==> src/rtl/msrv32_gdef.sv <==
// msrv32 shared definitions for the PC pipeline.
// FSM encodings and stage-index helper constants.
package msrv32_gdef;

  typedef enum logic [1:0] {
    HOLD = 2'd0,
    BOOT = 2'd1,
    RUN  = 2'd2
  } pc_state_t;

  localparam int unsigned MAX_DEPTH = 8;
  localparam int unsigned STAGE_IDX_W = 3;
  localparam int unsigned CNT_W = 8;

endpackage

==> src/rtl/msrv32_pc_stage.sv <==
// msrv32 PC pipeline stage: PC and valid register.
// Hold freezes both; clear drops valid but keeps the PC.
module msrv32_pc_stage #(
  parameter int unsigned WIDTH = 32,
  parameter logic [WIDTH-1:0] RESET_PC = '0
) (
  input  logic             clk,
  input  logic             rst,
  input  logic             hold,
  input  logic             clear,
  input  logic [WIDTH-1:0] prev_pc,
  input  logic             prev_valid,
  output logic [WIDTH-1:0] pc,
  output logic             valid
);

  // Clear beats hold; otherwise shift from the previous stage.
  always_ff @(posedge clk or posedge rst) begin
    if (rst) begin
      pc    <= RESET_PC;
      valid <= 1'b0;
    end else if (clear) begin
      valid <= 1'b0;
    end else if (!hold) begin
      pc    <= prev_pc;
      valid <= prev_valid;
    end
  end

endmodule

==> src/rtl/msrv32_pc_pipe.sv <==
// msrv32 PC pipeline: boot FSM, stage 0 and
// a chain of shift stages carrying fetch PCs.
module msrv32_pc_pipe
  import msrv32_gdef::*;
#(
  parameter int unsigned WIDTH = 32,
  parameter int unsigned DEPTH = 3,
  parameter logic [WIDTH-1:0] BOOT_ADDRESS = '0,
  parameter int unsigned BOOT_DELAY = 4
) (
  input  logic                   clk_in,
  input  logic                   rst_in,
  input  logic [WIDTH-1:0]       pc_mux_in,
  input  logic                   stall_in,
  input  logic                   flush_in,
  output logic [WIDTH-1:0]       pc_out,
  output logic [DEPTH*WIDTH-1:0] pc_stage_out,
  output logic [DEPTH-1:0]       valid_stage_out,
  output logic                   misaligned_out,
  output logic                   boot_done_out
);

  localparam logic [CNT_W-1:0] DLY = CNT_W'(BOOT_DELAY);

  pc_state_t        state;
  logic [CNT_W-1:0] cnt;
  logic [WIDTH-1:0] pc0;
  logic             valid0;
  logic             mis;
  logic             done;

  logic [WIDTH-1:0] pc_q [DEPTH];
  logic [DEPTH-1:0] valid_q;
  logic             run;
  logic             hold_up;
  logic             clear_up;

  assign run      = (state == RUN);
  assign hold_up  = !run || (stall_in && !flush_in);
  assign clear_up = run && flush_in;

  // Boot sequencing and stage 0; flush overrides stall in RUN.
  always_ff @(posedge clk_in or posedge rst_in) begin
    if (rst_in) begin
      state  <= HOLD;
      cnt    <= '0;
      pc0    <= BOOT_ADDRESS;
      valid0 <= 1'b0;
      mis    <= 1'b0;
      done   <= 1'b0;
    end else begin
      unique case (state)
        HOLD: begin
          if (cnt == DLY) state <= BOOT;
          else            cnt   <= cnt + 1'b1;
        end
        BOOT: begin
          pc0    <= BOOT_ADDRESS;
          valid0 <= 1'b1;
          mis    <= |BOOT_ADDRESS[1:0];
          state  <= RUN;
          done   <= 1'b1;
        end
        RUN: begin
          if (flush_in || !stall_in) begin
            pc0    <= pc_mux_in;
            valid0 <= 1'b1;
            mis    <= |pc_mux_in[1:0];
          end
        end
        default: begin
          state <= HOLD;
          done  <= 1'b0;
        end
      endcase
    end
  end

  assign pc_q[0]    = pc0;
  assign valid_q[0] = valid0;

  for (genvar k = 1; k < DEPTH; k++) begin : g_stage
    msrv32_pc_stage #(
      .WIDTH    (WIDTH),
      .RESET_PC (BOOT_ADDRESS)
    ) u_stage (
      .clk        (clk_in),
      .rst        (rst_in),
      .hold       (hold_up),
      .clear      (clear_up),
      .prev_pc    (pc_q[k-1]),
      .prev_valid (valid_q[k-1]),
      .pc         (pc_q[k]),
      .valid      (valid_q[k])
    );
  end

  for (genvar k = 0; k < DEPTH; k++) begin : g_flat
    assign pc_stage_out[k*WIDTH +: WIDTH] = pc_q[k];
  end

  assign pc_out          = pc0;
  assign valid_stage_out = valid_q;
  assign misaligned_out  = mis;
  assign boot_done_out   = done;

endmodule
==> config.mk <==
export PLATFORM = sky130hd
export DESIGN_NAME = msrv32_pc_pipe
export DESIGN_NICKNAME = d
export VERILOG_FILES = /design/src/rtl/msrv32_gdef.sv /design/src/rtl/msrv32_pc_stage.sv /design/src/rtl/msrv32_pc_pipe.sv
export SDC_FILE = /design/constraint.sdc
export NUM_CORES = 1
export LEC_CHECK = 0
export ABC_AREA = 1
export CAP_MARGIN = 10
export CORE_MARGIN = 1
export CORE_UTILIZATION = 40
export DETAILED_ROUTE_END_ITERATION = 16
export DONT_BUFFER_PORTS = 1
export PLACE_DENSITY = 0.57
export REMOVE_ABC_BUFFERS = 1
export SLEW_MARGIN = 20
export SYNTH_ARGS = -nofsm -noshare
export SYNTH_HDL_FRONTEND = slang
export SYNTH_HIERARCHICAL = 1
export SYNTH_SLANG_ARGS = --single-unit
==> constraint.sdc <==
create_clock -name clk_in -period 5.25 [get_ports clk_in]
set_clock_uncertainty 0.2 [all_clocks]
set_input_delay 0.525 -clock clk_in [delete_from_list [all_inputs] [get_ports clk_in]]
set_output_delay 0.525 -clock clk_in [all_outputs]
set_load 0.05 [all_outputs]
==> Flow_metrics.wiki <==
{| class="wikitable"
! Metric !! Value
|-
| Share of the cycle needed by the critical path after routing || 44.71%
|-
| Cell types with the largest area share after synthesis || sky130_fd_sc_hd__dfrtp_1 (57%), sky130_fd_sc_hd__nand2_1 (18%), sky130_fd_sc_hd__o21ai_0 (6.7%), sky130_fd_sc_hd__buf_4 (6.4%), sky130_fd_sc_hd__nand3_1 (3.5%)
|-
| Die Wd || 112.8 um
|-
| All-Layer GR Usage || 18.21%
|-
| Max cap viols || 0
|-
| DRT antenna net count || 0
|-
| Warning count from the yosys run || 6
|-
| Final-report max-slew violation count || 0
|-
| Leakage || 2.523 nW
|-
| Overflow after GRT || 0
|-
| Max-slew headroom at the worst pin || 32.22%
|-
| Post-Place Worst Slack || 2.645 ns
|-
| Number of DRC markers after the initial detailed-route iteration || 219
|-
| Wire length per cell after detailed routing || 16.87 um
|-
| Port-buffer cells || 0
|-
| Fill count || 1218
|-
| Hold Path Class || in2async
|-
| Reg-to-reg slack, setup || 2.90 ns
|-
| Synth Instances || 553
|-
| CP arrival || 2.41 ns
|-
| Largest fanout on the critical path || 57
|-
| Cts hold-fix bufs || 1
|-
| Slew @ Worst Pin || 1.017 ns
|-
| Critical path startpoint category || flip-flop
|-
| First-pass GRT wire length || 18010 um
|-
| Utilization after layout || 41.26%
|-
| Worst IR drop on VDD || 0.1252 mV
|-
| Sequential share of the synthesized area || 56.60%
|-
| Iteration count of the initial detailed-routing pass || 4
|-
| Number of resized instances in the post-cts repair step || 0
|-
| Min Clock Period, post-route || 2.347 ns
|-
| Type of destination of the critical path || flip-flop
|-
| Required time at the worst-slack endpoint || 5.32 ns
|-
| Count of unique library cells instantiated by Yosys || 20
|-
| Clock slew seen by the registers of the worst setup and hold paths || 0.07 ns
|-
| Class of the most critical setup path || reg2reg
|-
| Layout Nets || 546
|-
| Synthesized flop and latch total || 111
|-
| Vias per cell || 5.074
|-
| Post-CTS Setup Repair Bufs || 0
|-
| Number of placed instances, taps included || 643
|-
| Vertical die dimension || 112.8 um
|-
| Floorplan core area || 11960 um2
|-
| DP Wirelength || 7154 um
|-
| Number of global-route vias before repair || 3267
|-
| Worst-case setup margin in the final layout || 2.903 ns
|-
| Post-route non-filler standard cell count || 658
|-
| Layout-stage area growth over the synthesis result || 0.5609%
|-
| CTS tree || done
|-
| R2R cell count || 5
|-
| Cell area after synthesis || 4907 um2
|-
| Initial antenna violation count || 0
|-
| Leading cell type in the layout, fill and taps excluded || sky130_fd_sc_hd__nand2_1
|-
| Top library cells by usage in the layout, fill and taps aside || sky130_fd_sc_hd__nand2_1 (235), sky130_fd_sc_hd__dfrtp_1 (111), sky130_fd_sc_hd__o21ai_0 (66), sky130_fd_sc_hd__nand3_1 (34), sky130_fd_sc_hd__inv_1 (12)
|-
| Number of core rows || 40
|-
| Count of boundary I/O pins || 169
|-
| Power per standard cell area || 444.0 nW/um2
|-
| Worst Hold Slack || 0.01338 ns
|-
| Clock buffers created by TritonCTS || 9
|-
| Largest net degree at the start of global routing || 58
|-
| Status || finished, final reports clean
|-
| Number of failing setup endpoints in the final timing report || 0
|-
| DRC violation count after routing || 0
|-
| Mean area per synthesized cell || 8.874 um2
|-
| Wirelength, routed || 11100 um
|-
| Synth area leader || sky130_fd_sc_hd__dfrtp_1
|-
| Total via count in the routed design || 3339
|-
| Clock latency of the later-clocked register in the worst-skew pair || 0.33 ns
|-
| Initial cell density of the core || 41.03%
|-
| TritonCTS Sinks || 111
|-
| RD Place Congestion || 0.7573
|-
| Max clock buf depth || 2
|-
| Total Die Area || 12710 um2
|-
| Total count of hold-check failures in the final report || 0
|-
| Start of the worst register-to-register path || state[0]$_DFFE_PP0P_
|-
| Reg2Reg Capture Point || g_stage[1].u_stage/pc[21]$_DFFE_PP0P_
|-
| Cell chosen for the clock root || sky130_fd_sc_hd__clkbuf_16
|-
| Number of H-tree levels || 3
|-
| Unrepaired setup endpoints after global routing || no
|-
| Share of Yosys cell area claimed by the top area cell type || 56.60%
|-
| Final TNS setup || 0 ns
|-
| Fmax || 426.0 MHz
|-
| Number of inserted diodes || 0
|-
| Share of layout cells above drive strength 1 || 5.871%
|}
registers in the layout, summed over array words and instances (netlist names):
| signal | flops |
|---|---|
| state | 2 |
| misaligned_out | 1 |
| g_stage.u_stage/pc | 64 |
| pc_out | 32 |
| boot_done_out | 1 |
| valid0 | 1 |
| cnt | 8 |
| g_stage.u_stage/valid | 2 |
per-stage QoR:
step           power (mW)  area [um2]
3_3_place_gp        1.608        4676
6_report            2.191        4935
3_5_place_dp        1.618        4676
4_1_cts             2.220        4933
2_1_floorplan       1.552        4447
5_1_grt             2.290        4935
where the power goes:
part / switching, mW / internal, mW / total (mW)
clock: 0.279 / 0.318 / 0.597
combinational: 0.100 / 0.0471 / 0.147
sequential: 0.506 / 0.941 / 1.45
cells by family after synthesis:
family	count (synthesis)	synth area share, %
and+or+nand+nor	294	24.91
DFF	111	56.60
buffers and inverters	76	10.53
AOI/OAI and AO/OA	67	6.910
xor gates and xnor gates	3	0.5355
adders and majority gates	2	0.5099
worst max-delay path: stages (launching register included):
cell	delay, ns
sky130_fd_sc_hd__dfrtp_1	0.39
sky130_fd_sc_hd__inv_2	0.10
sky130_fd_sc_hd__nand3_4	0.48
sky130_fd_sc_hd__nor2_4	0.86
sky130_fd_sc_hd__nand2_1	0.13
sky130_fd_sc_hd__nand2_1	0.10
layer usage:
metal  vias up  part of all wire [%]  global-route usage, %
li1       1618                     -                      -
met4         0                   1.5                  5.600
met5         -                     0                      0
met1      1593                    43                  23.08
met2       117                    47                  29.38
met3        11                   8.4                  6.320
cells in the mapped netlist, drive strengths merged:
cell type	n
ha	2
xor2	3
nand3	41
clkbuf	4
inv	15
nand3b	3
nor3	1
o21ai	67
nor2	13
or2	1
dfrtp	111
nand2	235
buf	57
worst max-delay path by stage:
stage | slack, ns | end | start
floorplan | 2.04 | g_stage[1].u_stage/pc[0]$_DFFE_PP0P_ | flush_in
global placement | 2.71 | g_stage[1].u_stage/pc[3]$_DFFE_PP0P_ | flush_in
finish | 2.90 | g_stage[1].u_stage/pc[21]$_DFFE_PP0P_ | state[0]$_DFFE_PP0P_
detailed placement | 2.65 | g_stage[1].u_stage/pc[21]$_DFFE_PP0P_ | flush_in
global route | 2.67 | g_stage[2].u_stage/pc[4]$_DFFE_PP0P_ | state[0]$_DFFE_PP0P_
CTS | 2.84 | g_stage[1].u_stage/pc[21]$_DFFE_PP0P_ | state[0]$_DFFE_PP0P_
layout make-up:
type,count,area (um2),share of cell area (%)
clock buffer,13,240.2,4.868
timing repair buffer,5,40.04,0.8114
multi-input combinational,366,1628,32.99
clock inverter,1,7.507,0.1521
tap,147,183.9,3.727
inverter,15,57.56,1.166
sequential,111,2778,56.29
Power figures use the tool's default switching activity.
